===== config.mk =====
export PLATFORM = sky130hd
export DESIGN_NAME = pprm_stage_2_pipe
export DESIGN_NICKNAME = d
export VERILOG_FILES = /design/src/rtl/pprm_pkg.sv /design/src/rtl/pprm_gf4_inv.sv /design/src/rtl/pprm_stage_2_pipe.sv
export SDC_FILE = /design/constraint.sdc
export NUM_CORES = 1
export LEC_CHECK = 0
export ABC_AREA = 0
export BUFFER_PORTS_ARGS = -buffer_cell sky130_fd_sc_hd__buf_4
export CORE_MARGIN = 5
export CORE_UTILIZATION = 60
export CTS_BUF_LIST = sky130_fd_sc_hd__clkbuf_4 sky130_fd_sc_hd__clkbuf_8
export CTS_CLUSTER_DIAMETER = 40
export DETAILED_ROUTE_END_ITERATION = 6
export GPL_ROUTABILITY_DRIVEN = 0
export HOLD_SLACK_MARGIN = 0.02
export PLACE_DENSITY = 0.95
export SYNTH_ARGS = -nofsm -noshare
export SYNTH_HDL_FRONTEND = slang
export SYNTH_SLANG_ARGS = --single-unit

===== constraint.sdc =====
create_clock -name clk -period 3.3 [get_ports clk]
set_clock_uncertainty 0.05 [all_clocks]
set_input_delay 0.495 -clock clk [delete_from_list [all_inputs] [get_ports clk]]
set_output_delay 0.495 -clock clk [all_outputs]
set_load 0.02 [all_outputs]

===== src/rtl/pprm_pkg.sv =====
// Shared GF(2^4) definitions for the PPRM S-box inverter stages (poly basis, x^4 + x + 1).
package pprm_pkg;

    localparam int NIB_W = 4;
    localparam logic [NIB_W-1:0] GF4_POLY = 4'b0011;

    function automatic logic [NIB_W-1:0] gf4_inv(input logic [NIB_W-1:0] x);
        logic [NIB_W-1:0] r;
        case (x)
            4'h0: r = 4'h0;
            4'h1: r = 4'h1;
            4'h2: r = 4'h9;
            4'h3: r = 4'hE;
            4'h4: r = 4'hD;
            4'h5: r = 4'hB;
            4'h6: r = 4'h7;
            4'h7: r = 4'h6;
            4'h8: r = 4'hF;
            4'h9: r = 4'h2;
            4'hA: r = 4'hC;
            4'hB: r = 4'h5;
            4'hC: r = 4'hA;
            4'hD: r = 4'h4;
            4'hE: r = 4'h3;
            default: r = 4'h8;
        endcase
        return r;
    endfunction

    function automatic logic [NIB_W-1:0] gf4_mul(input logic [NIB_W-1:0] a, input logic [NIB_W-1:0] b);
        logic [NIB_W-1:0] p;
        logic [NIB_W-1:0] t;
        p = '0;
        t = a;
        for (int i = 0; i < NIB_W; i++) begin
            if (b[i]) p = p ^ t;
            t = {t[NIB_W-2:0], 1'b0} ^ (t[NIB_W-1] ? GF4_POLY : '0);
        end
        return p;
    endfunction

endpackage


===== src/rtl/pprm_gf4_inv.sv =====
// Combinational GF(2^4) inverter, 0 maps to 0; zero latency, no flow control.
module pprm_gf4_inv
    import pprm_pkg::*;
(
    input  logic [NIB_W-1:0] c,
    output logic [NIB_W-1:0] d
);

    assign d = gf4_inv(c);

endmodule


===== src/rtl/pprm_stage_2_pipe.sv =====
// PPRM stage 2: D = C^-1 with A/B aligned; latency REG_IN+1 slots, valid/ready.
// Backpressure holds every slot stable; an empty slot always accepts, so bubbles collapse.
module pprm_stage_2_pipe
    import pprm_pkg::*;
#(
    parameter int REG_IN = 1,
    parameter int CNT_W  = 16
) (
    input  logic             clk,
    input  logic             rst,
    input  logic             in_valid,
    output logic             in_ready,
    input  logic [3:0]       in_a,
    input  logic [3:0]       in_b,
    input  logic [3:0]       in_c,
    output logic             out_valid,
    input  logic             out_ready,
    output logic [3:0]       out_a,
    output logic [3:0]       out_b,
    output logic [3:0]       out_d,
    output logic [CNT_W-1:0] zero_cnt,
    input  logic             clr_cnt
);

    logic             s2_v;
    logic [NIB_W-1:0] s2_a, s2_b, s2_d;
    logic             s2_adv;
    logic             in_xfer;

    // Feed into S2: either the S1 slot or the raw input, depending on REG_IN.
    logic             st_v;
    logic [NIB_W-1:0] st_a, st_b, st_c, st_d;

    assign s2_adv  = !s2_v || out_ready;
    assign in_xfer = in_valid && in_ready;

    generate
        if (REG_IN != 0) begin : g_reg_in
            logic             s1_v;
            logic [NIB_W-1:0] s1_a, s1_b, s1_c;

            always_ff @(posedge clk or posedge rst) begin
                if (rst) begin
                    s1_v <= 1'b0;
                    s1_a <= '0;
                    s1_b <= '0;
                    s1_c <= '0;
                end else if (in_ready) begin
                    s1_v <= in_valid;
                    if (in_valid) begin
                        s1_a <= in_a;
                        s1_b <= in_b;
                        s1_c <= in_c;
                    end
                end
            end

            assign in_ready = !s1_v || s2_adv;
            assign st_v     = s1_v;
            assign st_a     = s1_a;
            assign st_b     = s1_b;
            assign st_c     = s1_c;
        end else begin : g_no_reg
            assign in_ready = s2_adv;
            assign st_v     = in_valid;
            assign st_a     = in_a;
            assign st_b     = in_b;
            assign st_c     = in_c;
        end
    endgenerate

    pprm_gf4_inv u_inv (
        .c (st_c),
        .d (st_d)
    );

    always_ff @(posedge clk or posedge rst) begin
        if (rst) begin
            s2_v <= 1'b0;
            s2_a <= '0;
            s2_b <= '0;
            s2_d <= '0;
        end else if (s2_adv) begin
            s2_v <= st_v;
            if (st_v) begin
                s2_a <= st_a;
                s2_b <= st_b;
                s2_d <= st_d;
            end
        end
    end

    // Counts at the input side, so output stalls never affect it.
    always_ff @(posedge clk or posedge rst) begin
        if (rst) begin
            zero_cnt <= '0;
        end else if (clr_cnt) begin
            zero_cnt <= '0;
        end else if (in_xfer && (in_c == 4'h0) && (zero_cnt != '1)) begin
            zero_cnt <= zero_cnt + CNT_W'(1);
        end
    end

    assign out_valid = s2_v;
    assign out_a     = s2_a;
    assign out_b     = s2_b;
    assign out_d     = s2_d;

endmodule


==> results.toml <==
[placed_design]
dp.cells = 272
dp_hpwl_um = 3344
place_area_sq_um = 2431
post-place-ws_ns = 0.7841
port_buffers = 46

[cts]
hold_buffers = 0
clock_path_buffers = 2
cts.reportedPaths.clkPinSlew_ns = 0.13
cts_tree = "done"
root_buffer = "clkbuf_4"
post_cts_buffers = 0
cts_resized = 0
numClockSinks = 42
htree_levels = 2
worstSkewPairLatency_ns = 0.37
cts_buffers = 5

[global_route]
antenna_found_initial = 0
grt_overflow = 0
busiest_layer = "met2"
grt_pass1_wl_um = 7258
grt_util_met1 = 0.2548
grtUsageMet2 = 0.3526
grt_pass1_vias = 1552
grt_use_total = 0.2188
grt_use_met3 = 0.05090
grt_max_degree = 32

[yosys]
synth_compound_area_frac = 0.04794
synth_xor_xnor_area_share = 0.06023
synth_top_area_cell = "dfrtp_1"
ys_top_cells_by_area = "dfrtp_1 (52%), mux2_2 (11%), xnor2_1 (5.2%)"
syn_inst = 185
synth_top_family_by_area = "simple AND/OR/NAND/NOR gates"
postSynthAreaPerCell_sq_um = 11.00
synth.net_count = 210
ys_warn_count = 0
synthMuxAreaShare = 0.1266
ys_seq_area_frac = 0.5163
ys_ff_latch = 42
syn_area_sq_um = 2036
synth_fa_ha_area_frac = 0.04917
yosys.area_share.simple = 0.1758
yosysTopAreaCellShare = 0.5163
ys_types = 32

[floorplan]
die-area_sq_um = 4658
core_area_sq_um = 3311
die_w_um = 68.25
io_pins = 47
die_h_um = 68.25
start_util = 0.6149
rows = 21

[power_and_ir_drop]
combPwrFrac = 0.242
clkPwrFrac = 0.225
p_sw_frac = 0.3179
p_int_uw = 805.0
power_density_nw_per_um2 = 473.3
p_switching_uw = 375.2
p_leak_nw = 1.134
total_power_mw = 1.180
seq_power_share = 0.533
vdd_ir_drop_max_mv = 0.4996

[routing]
wl_um = 4413
drt_iter0_drc = 101
ant_nets = 0
wl_per_cell_um = 15.76
drt-vias-per-instance = 5.657
drc = 0
drtPass1Iterations = 4
detailroute.via_count = 1584

[cells_and_area]
areaGrowthSynthToFinish_pct = 22.50
drive_above_1_share = 0.3419
postLayoutCoreUtil = 0.7532
nets = 258
finish.instance_area_sq_um = 2494
instances_no_fill = 280
n_antenna_cell = 0

[critical_path]
cp-end-kind = "flip-flop"
cp_cell_sequence = "buf_4 -> nor4_2 -> nand3_1 -> or3_4 -> or4_1 -> nand2_1"
startpoint_type = "input port"
critPathRequiredTime_ns = 3.56
crit_arrival_ns = 2.47
cpMaxStageDelayCell = "or3_4"
slowest_delay_ns = 0.51
cp.buffers_inverters = 1
critPathTopFamily = "simple AND/OR/NAND/NOR gates"
critical_path_class = "in -> reg"
cp_max_fo = 11

[timing]
setup_slack_ns = 1.093
drv_slew = 0
grt_setup_unrepaired = "no"
worst_pin_slew_ns = 1.147
whs_ns = 0.2961
period_share = 0.6687
setup_violations = 0
max_freq_mhz = 453.2
post-route-min-period_ns = 2.207
max_slew_margin = 0.2346
setup_tns_ns = 0
hold_viol_final = 0

[flow_run]
maxCapViolCount = 0

[min_path]
hp-class = "in -> reg"

[outcome]
status = "finished clean"
-- cells by family (layout without fill, tap and decap cells) --
kind of cell,Yosys count,after routing
AOI/OAI and AO/OA,16,16
xor gates and xnor gates,14,14
adders and majority gates,8,8
buffers and inverters,13,62
DFF,42,42
muxes,22,22
and+or+nand+nor,70,70
-- cell usage after synthesis --
master,n
dfrtp_1,42
mux2_2,20
nor2_1,18
nand2_1,13
xnor2_1,12
nand3_1,9
ha_1,8
o21ai_0,8
nor3_1,7
clkbuf_1,6
inv_1,5
nand4_1,5
nor4_1,5
a21oi_1,3
and3_1,3
nand2b_1,3
buf_1,2
xor2_1,2
a211oi_1,1
a32oi_1,1
and4_1,1
mux2i_1,1
mux4_2,1
nand3b_1,1
nor2b_1,1
nor3b_1,1
nor4_2,1
o211ai_1,1
o21ba_1,1
o31a_1,1
or3_4,1
or4_1,1
-- state kept, by name, indices dropped and copies added (netlist names) --
name and count:
g_reg_in.s1_c 4, out_a 4, out_d 4, zero_cnt 16
g_reg_in.s1_b 4, g_reg_in.s1_a 4, out_b 4, g_reg_in.s1_v 1
out_valid 1
-- worst reg2reg max path: stages (launching register included) --
cell      delay [ns]
dfrtp_1         0.42
nand3b_1        0.22
nand3_1         0.34
or3_4           0.51
or4_1           0.48
nand2_1         0.08
-- layer usage --
layer | share of wire | vias to the layer above
met5 | 0 | -
met4 | 0.042 | 0
met3 | 0.058 | 18
met2 | 0.51 | 63
met1 | 0.39 | 760
li1 | - | 743
-- worst paths after layout --
check                              start                to  slack (ns)  cells after the start
max                              in_c[0]      zero_cnt[13]        1.09                      6
max reg2reg                    out_valid      zero_cnt[13]        1.16                      5
min                              in_a[1]  g_reg_in.s1_a[1]        0.30                      2
max in group asynchronous            rst     g_reg_in.s1_v        2.11                      3
min in group asynchronous            rst       zero_cnt[0]        0.36                      2
min reg2reg                g_reg_in.s1_v         out_valid        0.45                      1
-- cells in the final DEF (no fill, tap or decap), drive strengths merged --
cell | Yosys | routed
nand2 | 13 | 13
nor4 | 6 | 6
clkbuf | 6 | 5
nand3 | 9 | 9
o21ba | 1 | 1
o211ai | 1 | 1
nor2b | 1 | 1
nand3b | 1 | 1
mux2 | 20 | 20
nor3 | 7 | 7
dfrtp | 42 | 42
a32oi | 1 | 1
o31a | 1 | 1
xnor2 | 12 | 12
mux4 | 1 | 1
clkinvlp | 0 | 1
ha | 8 | 8
nor2 | 18 | 18
or4 | 1 | 1
o21ai | 8 | 8
or3 | 1 | 1
nand2b | 3 | 3
buf | 2 | 49
nand4 | 5 | 5
clkinv | 0 | 1
and4 | 1 | 1
nor3b | 1 | 1
a21oi | 3 | 3
and3 | 3 | 3
a211oi | 1 | 1
xor2 | 2 | 2
mux2i | 1 | 1
inv | 5 | 6
-- power by group through the flow --
stage / registers, mW / logic (mW) / clock network, mW
after global routing: 0.641 / 0.311 / 0.292
after CTS: 0.630 / 0.289 / 0.270
after floorplan: 0.675 / 0.128 / 0
after detailed placement: 0.641 / 0.289 / 0
final: 0.629 / 0.286 / 0.266
after global placement: 0.634 / 0.277 / 0
-- cell type report --
class,instances,area [sq um]
flip-flops and latches,42,1051
repair buffers,49,367.9
inverters,5,18.77
multi-input cells,130,935.9
clock buffers,5,37.54
clock inverters,3,25.02
well taps,46,57.56
fillers,235,817.0
No activity file was read; power rests on OpenSTA's default activity.
